File: src/rtl/alu_arbiter.sv
// alu_arbiter: round-robin sequencer sharing one combinational ALU between
// two requesters. One operation is in flight at a time; each operation goes
// through IDLE (accept), EXEC (ALU evaluates registered operands) and RESP
// (result held until the owning requester consumes it).
module alu_arbiter #(
  parameter int n = 16
) (
  input  logic         clk,
  input  logic         rst_n,
  input  logic         req0_valid,
  input  logic         req1_valid,
  output logic         req0_ready,
  output logic         req1_ready,
  input  logic [n-1:0] req0_srcA,
  input  logic [n-1:0] req0_srcB,
  input  logic [n-1:0] req1_srcA,
  input  logic [n-1:0] req1_srcB,
  input  logic [2:0]   req0_ctrl,
  input  logic [2:0]   req1_ctrl,
  output logic         resp0_valid,
  output logic         resp1_valid,
  input  logic         resp0_ready,
  input  logic         resp1_ready,
  output logic [n-1:0] resp_out,
  output logic         resp_zero,
  output logic [n-1:0] alu_srcA,
  output logic [n-1:0] alu_srcB,
  output logic [2:0]   alu_control,
  input  logic [n-1:0] alu_out,
  input  logic         alu_zero
);

  typedef enum logic [1:0] {
    IDLE = 2'd0,
    EXEC = 2'd1,
    RESP = 2'd2
  } state_t;

  state_t       state_q, state_d;
  logic         last_grant_q;
  logic         owner_q;
  logic [n-1:0] op_a_q;
  logic [n-1:0] op_b_q;
  logic [2:0]   op_ctrl_q;
  logic [n-1:0] resp_out_q;
  logic         resp_zero_q;

  logic         grant0;
  logic         grant1;
  logic         accept;
  logic         owner_ready;

  // Round-robin grant: a lone valid wins; on a tie the requester not served last wins
  always_comb begin
    grant0 = req0_valid & (~req1_valid | last_grant_q);
    grant1 = req1_valid & (~req0_valid | ~last_grant_q);
  end

  // Handshake and consume qualifiers shared by the FSM and the datapath
  assign accept      = (state_q == IDLE) & (grant0 | grant1);
  assign owner_ready = owner_q ? resp1_ready : resp0_ready;

  // State register
  always_ff @(posedge clk or negedge rst_n) begin
    if (!rst_n) begin
      state_q <= IDLE;
    end else begin
      state_q <= state_d;
    end
  end

  // Next-state logic: accept -> one EXEC cycle -> RESP until the owner consumes
  always_comb begin
    state_d = state_q;
    case (state_q)
      IDLE:    if (accept) state_d = EXEC;
      EXEC:    state_d = RESP;
      RESP:    if (owner_ready) state_d = IDLE;
      default: state_d = IDLE;
    endcase
  end

  // Output logic: readies only in IDLE, response valid only toward the owner
  always_comb begin
    req0_ready  = (state_q == IDLE) & grant0;
    req1_ready  = (state_q == IDLE) & grant1;
    resp0_valid = (state_q == RESP) & ~owner_q;
    resp1_valid = (state_q == RESP) &  owner_q;
  end

  // Datapath: latch the granted operation, capture the ALU result, update fairness
  always_ff @(posedge clk or negedge rst_n) begin
    if (!rst_n) begin
      op_a_q       <= '0;
      op_b_q       <= '0;
      op_ctrl_q    <= 3'b000;
      owner_q      <= 1'b0;
      last_grant_q <= 1'b1;
      resp_out_q   <= '0;
      resp_zero_q  <= 1'b0;
    end else begin
      if (accept) begin
        op_a_q    <= grant1 ? req1_srcA : req0_srcA;
        op_b_q    <= grant1 ? req1_srcB : req0_srcB;
        op_ctrl_q <= grant1 ? req1_ctrl : req0_ctrl;
        owner_q   <= grant1;
      end
      if (state_q == EXEC) begin
        resp_out_q  <= alu_out;
        resp_zero_q <= alu_zero;
      end
      if ((state_q == RESP) && owner_ready) begin
        last_grant_q <= owner_q;
      end
    end
  end

  // The shared ALU always sees the registered operation
  assign alu_srcA    = op_a_q;
  assign alu_srcB    = op_b_q;
  assign alu_control = op_ctrl_q;
  assign resp_out    = resp_out_q;
  assign resp_zero   = resp_zero_q;

endmodule
File: config.mk
export PLATFORM = sky130hd
export DESIGN_NAME = alu_arbiter
export DESIGN_NICKNAME = d
export VERILOG_FILES = /design/src/rtl/alu_arbiter.sv
export SDC_FILE = /design/constraint.sdc
export NUM_CORES = 1
export LEC_CHECK = 0
export ABC_AREA = 1
export CAP_MARGIN = 20
export CORE_ASPECT_RATIO = 1.1
export CORE_UTILIZATION = 41
export CTS_BUF_LIST = sky130_fd_sc_hd__clkbuf_8
export CTS_CLUSTER_DIAMETER = 50
export CTS_CLUSTER_SIZE = 25
export DETAILED_ROUTE_END_ITERATION = 16
export PLACE_DENSITY = 0.85
export RECOVER_POWER = 100
export SLEW_MARGIN = 20
export SYNTH_ARGS = -nofsm -noshare
export SYNTH_HDL_FRONTEND = slang
export SYNTH_SLANG_ARGS = --single-unit
File: constraint.sdc
create_clock -name clk -period 1.6 [get_ports clk]
set_input_delay 0.32 -clock clk [delete_from_list [all_inputs] [get_ports clk]]
set_output_delay 0.32 -clock clk [all_outputs]
set_load 0.02 [all_outputs]
==> flow_summary.ini, run 1 <==
[run_status]
status = finished, final reports clean

[global_route]
grt_pass1_wl_mm = 13.3
use_met2 = 0.389
met1_usage = 0.292
grt_start_max_net_pins = 53
use_met3 = 0.0416
grt_busiest_layer = met2
antenna_found_initial = 0
overflow = 0
track_usage = 0.230
grt_pass1_vias = 2904

[logic_synthesis]
synthSimpleGateAreaFrac = 0.360
synth_compound_area_frac = 0.00522
ys_seq_elements = 56
syn_area_per_cell_um2 = 7.12
yosys-mux-area-fraction = 0
synth_top_family_by_area = simple AND/OR/NAND/NOR gates
synth_xor_area_frac = 0
yosysSeqAreaShare = 0.487
synth.net_count = 497
synth_area_um2 = 2880
ys.warnings.count = 0
netlist_instances = 404
synth-adder-area-share = 0
yosys.cell_types.count = 14

[worst_setup_path]
rrSetupSlack_ns = 0.09
slowest_stage = dfrtp_1
startpoint = state_q[0]$_DFFE_PN0P_
critPathKind = reg2out
worst_r2r_startpoint = state_q[0]$_DFFE_PN0P_
crit_path_start_kind = flop
crit_cells = 4
crit_top_cell = nor2_1
rr_worst_depth = 4
endpoint_kind = output pin
critPathMaxStageDelay_ns = 0.42
path_delay_family = flip-flops
critPathMaxFanout = 4
crit_buf_inv = 2
cp.required_ns = 1.28
crit_chain = nor2_1, inv_1, nor2_1, buf_4
cp-endpoint = resp1_valid
r2r-end = state_q[1]$_DFFE_PN0P_
arrival_ns = 1.27

[power_and_ir_drop]
switchingPower_mw = 3.38
p_leak_nw = 2.48
seqPwrFrac = 0.334
p_clk_frac = 0.118
pwr_density_cell_nw_per_um2 = 1680
peakVddDrop_mv = 0.931
power_frac_comb = 0.548
internal-power_mw = 4.13
p_sw_frac = 0.450

[job]
drv_cap = 0

[drt]
wl_per_cell_um = 13.1
via_per_inst = 4.83
drc_errors = 0
detail-route-antenna-nets = 0
vias = 3082
drt_iter0_drc = 147
drt-total-wl_mm = 8.34
drtPass1Iterations = 4

[cts]
root_buffer = clkbuf_8
clk-insertion-delay-late_ns = 0.29
cts_tree = built
cts_made_buffers = 5
max-clock-path-buffers = 2
cts-htree-levels = 2
clkSlewWorstSetupHoldPaths_ns = 0.10
clock-sinks = 56

[placement]
gp_congestion = 0.760
place.port_buffers = 148
hpwlAfterDp_mm = 6.20

[floorplanning]
design.die.area_um2 = 7360
rows = 31
fp.coreArea_um2 = 6670
ios = 149
start_util = 0.431
die_w_um = 81.9
die_y_um = 89.9

[layout]
fin_util = 0.670
layout_common_cells = nand2_1 (147), clkdlybuf4s50_1 (90), nand3_1 (87)
final_nets = 648
final_common_cell = nand2_1
diodes = 0
final_layout_size_suffix_gt1_frac = 0.0683
area_delta_synth_final_pct = 55.3

[timing]
holdWs_ns = 0.385
clock_skew_ns = 0.00662
finalHoldViolCount = 0
worst_slew_pin_slew_ns = 0.712
rsz0062_at_grt = true
fmaxAchievable_mhz = 628
drv_slew = 0
period_share = 0.995
setup_viol = 0
setup_tns_ns = 0
slew_headroom = 0.526
period_minus_slack_ns = 1.59

[min_path]
min_path_type = in2async
## power groups by stage
stage	registers [mW]	clock network, mW	logic (mW)
finish	2.51	0.887	4.12
detailed placement	2.54	0	4.72
CTS	2.51	0.918	4.51
global placement	2.52	0	4.59
global route	2.59	0.969	4.50
floorplan	3.33	0	1.64
## logic make-up (layout without fill, tap and decap cells)
group,Yosys count,in the layout
and+or+nand+nor,245,245
buffers and inverters,100,252
DFF,56,56
AOI/OAI and AO/OA,3,3
## registers in the layout, indices dropped and copies added (netlist names)
| register | cells |
|---|---|
| alu_control | 3 |
| resp_zero | 1 |
| resp_out | 16 |
| owner_q | 1 |
| alu_srcA | 16 |
| last_grant_q | 1 |
| state_q | 2 |
| alu_srcB | 16 |
## through the flow
step / setup WS, ns / cells / power (mW) / area (um2)
final: 0.00742 / 638 / 7.52 / 4470
after floorplan: 0.0212 / 404 / 4.97 / 2880
after CTS: 0.000494 / 636 / 7.94 / 4610
after global routing: -0.0443 / 638 / 8.06 / 4470
after detailed placement: -0.486 / 625 / 7.26 / 4520
after global placement: -0.423 / 625 / 7.12 / 4520
## synth_stat cells
library cell  instances  share of area
nand2_1             150           0.20
nand3_1              88           0.15
inv_1                75          0.098
dfrtp_1              55           0.48
buf_2                19          0.033
nor2_1                5         0.0065
buf_6                 3          0.012
inv_2                 2         0.0026
o21ai_0               2         0.0035
a21oi_1               1         0.0017
buf_4                 1         0.0026
dfstp_2               1         0.0091
nand2_2               1         0.0022
nor2_2                1         0.0022
## timing repair
action,in CTS,in global routing
gates cloned,0,1
hold buffers,1,0
pin swaps,0,1
buffers inserted,2,1
endpoints found under the hold margin,4,0
gates resized for setup,50,32
setup endpoints to repair,66,56
## metal layers
metal | vias to the layer above | share of wire
met3 | 12 | 0.081
met2 | 123 | 0.50
met4 | 0 | 0.014
met1 | 1437 | 0.41
met5 | - | 0
li1 | 1510 | -
## worst min path at each step
stage	start	to	slack, ns	cells past startpoint
final	rst_n	alu_srcA[14]$_DFFE_PN0P_	0.38	2
after global placement	rst_n	resp_out[9]$_DFFE_PN0N_	0.15	1
after global routing	rst_n	alu_srcA[14]$_DFFE_PN0P_	0.42	2
after detailed placement	rst_n	alu_srcA[14]$_DFFE_PN0P_	0.15	1
after floorplan	rst_n	alu_control[0]$_DFFE_PN0P_	0.02	0
after CTS	rst_n	resp_out[11]$_DFFE_PN0N_	0.36	2
## final cells by class
class,count,area [um2]
inverters,77,289
fillers,606,2200
clock buffers,5,68.8
clock inverters,3,38.8
repair buffers,167,1500
multi-input cells,248,1070
well taps,82,103
flip-flops and latches,56,1400
Note: power is estimated with default switching activity, not from simulation.
==> run 2: changes to the inputs <==
Settings changed: SKIP_CTS_REPAIR_TIMING set to 1.
==> run 2 against run 1 <==
Net effect: core utilization grew 5.0 points; clock power is essentially flat; highest routed layer unchanged; sequential cell count is the same; register-to-register slack gained 0.05 ns; non-clock buffer count shrank 2; routed wire length shrank 0.52%; critical path type unchanged; die area is the same.
==> flow_summary.ini, run 2 (synthesis gave the netlist of run 1 again) <==
[run_status]
status = finished, final reports clean

[power_and_ir_drop]
peakVddDrop_mv = 1.07
seqPwrFrac = 0.312
pwr_density_cell_nw_per_um2 = 1670
p_clk_frac = 0.111
p_leak_nw = 3.06
power_frac_comb = 0.577
p_sw_frac = 0.420
switchingPower_mw = 3.36
internal-power_mw = 4.64

[cts]
clkSlewWorstSetupHoldPaths_ns = 0.10
clk-insertion-delay-late_ns = 0.30
cts_tree = built
cts-htree-levels = 2
cts_made_buffers = 5
max-clock-path-buffers = 2
clock-sinks = 56
root_buffer = clkbuf_8

[global_route]
grt_start_max_net_pins = 53
grt_pass1_wl_mm = 13.3
overflow = 0
antenna_found_initial = 0
track_usage = 0.229
grt_busiest_layer = met2
use_met3 = 0.0416
met1_usage = 0.289
use_met2 = 0.388
grt_pass1_vias = 2908

[layout]
final_area_um2 = 4800
final_nets = 646
layout_common_cells = nand2_1 (148), clkdlybuf4s50_1 (90), nand3_1 (87)
final_layout_size_suffix_gt1_frac = 0.0686
final_common_cell = nand2_1
area_delta_synth_final_pct = 66.8
diodes = 0

[placement]
postPlaceCellArea_um2 = 4520
hpwlAfterDp_mm = 6.20
gp_congestion = 0.760
place.port_buffers = 148

[worst_setup_path]
critPathMaxFanout = 2
crit_chain = clkdlybuf4s50_1
rrSetupSlack_ns = 0.14
crit_cells = 1
arrival_ns = 1.25
rr_worst_depth = 8
critPathMaxStageDelay_ns = 0.60
crit_path_start_kind = flop
endpoint_kind = output pin
critPathKind = reg2out
crit_buf_inv = 1
path_delay_family = buffers and inverters
cp.required_ns = 1.28
slowest_stage = clkdlybuf4s50_1

[floorplanning]
design.die.area_um2 = 7360
die_w_um = 81.9
die_y_um = 89.9
fp.coreArea_um2 = 6670
rows = 31
ios = 149
start_util = 0.431

[drt]
vias = 3046
via_per_inst = 4.79
drc_errors = 0
drtPass1Iterations = 4
drt_iter0_drc = 136
wl_per_cell_um = 13.0
detail-route-antenna-nets = 0
drt-total-wl_mm = 8.30

[job]
drv_cap = 0

[timing]
rsz0062_at_grt = true
finalHoldViolCount = 0
period_minus_slack_ns = 1.57
drv_slew = 0
worst_slew_pin_slew_ns = 0.336
setup_viol = 0
slew_headroom = 0.775
clock_skew_ns = 0.0107
period_share = 0.979
fmaxAchievable_mhz = 638
setup_tns_ns = 0

[min_path]
min_path_type = in2async
[run 2: final timing paths]
path	startpoint	endpoint
setup / recovery	alu_srcB[13]$_DFFE_PN0P_	alu_srcB[13]
hold / removal	rst_n	alu_srcA[14]$_DFFE_PN0P_
setup reg to reg	state_q[1]$_DFFE_PN0P_	alu_srcA[4]$_DFFE_PN0P_
hold reg to reg	resp_zero$_DFFE_PN0N_	resp_zero$_DFFE_PN0N_
max in group asynchronous	rst_n	last_grant_q$_DFFE_PN1P_
min in group clk	req1_valid	owner_q$_DFFE_PN0P_
[run 2: power groups by stage]
stage | clock, mW | combinational, mW | sequential, mW
after detailed placement | 0 | 4.72 | 2.54
after CTS | 0.918 | 4.73 | 2.53
after global placement | 0 | 4.59 | 2.52
after global routing | 0.967 | 5.01 | 2.59
after floorplan | 0 | 1.64 | 3.33
final | 0.889 | 4.61 | 2.50
[run 2: area by class of cell]
type	instances	area, um2
Clock inverter	3	38.8
Sequential cell	56	1400
Clock buffer	5	68.8
Inverter	77	289
Fill cell	539	1870
Tap cell	82	103
Multi-Input combinational cell	248	1070
Timing Repair Buffer	165	1830
[run 2: stage by stage]
step                worst slack [ns]  std cells  total power [mW]  hold slack (ns)   util
floorplan                     0.0212        404              4.97           0.0244      -
global placement              -0.423        625              7.12            0.146  0.677
detailed placement            -0.486        625              7.26            0.150  0.677
CTS                           -0.493        633              8.17           -0.184  0.693
global route                 -0.0200        636              8.56            0.433  0.720
finish                        0.0334        636              8.00            0.415  0.720
[run 2: layer usage]
metal / wire (um) / vias to the layer above
met5: 0 / -
met1: 3330 / 1402
met3: 709 / 12
met2: 4140 / 123
li1: - / 1509
met4: 123 / 0
==> run 3: changes to the inputs <==
Settings changed: CTS_CLUSTER_DIAMETER 50 to not set.
==> results of run 3 <==
The final DEF is identical to that of run 2; final timing and power are the same.
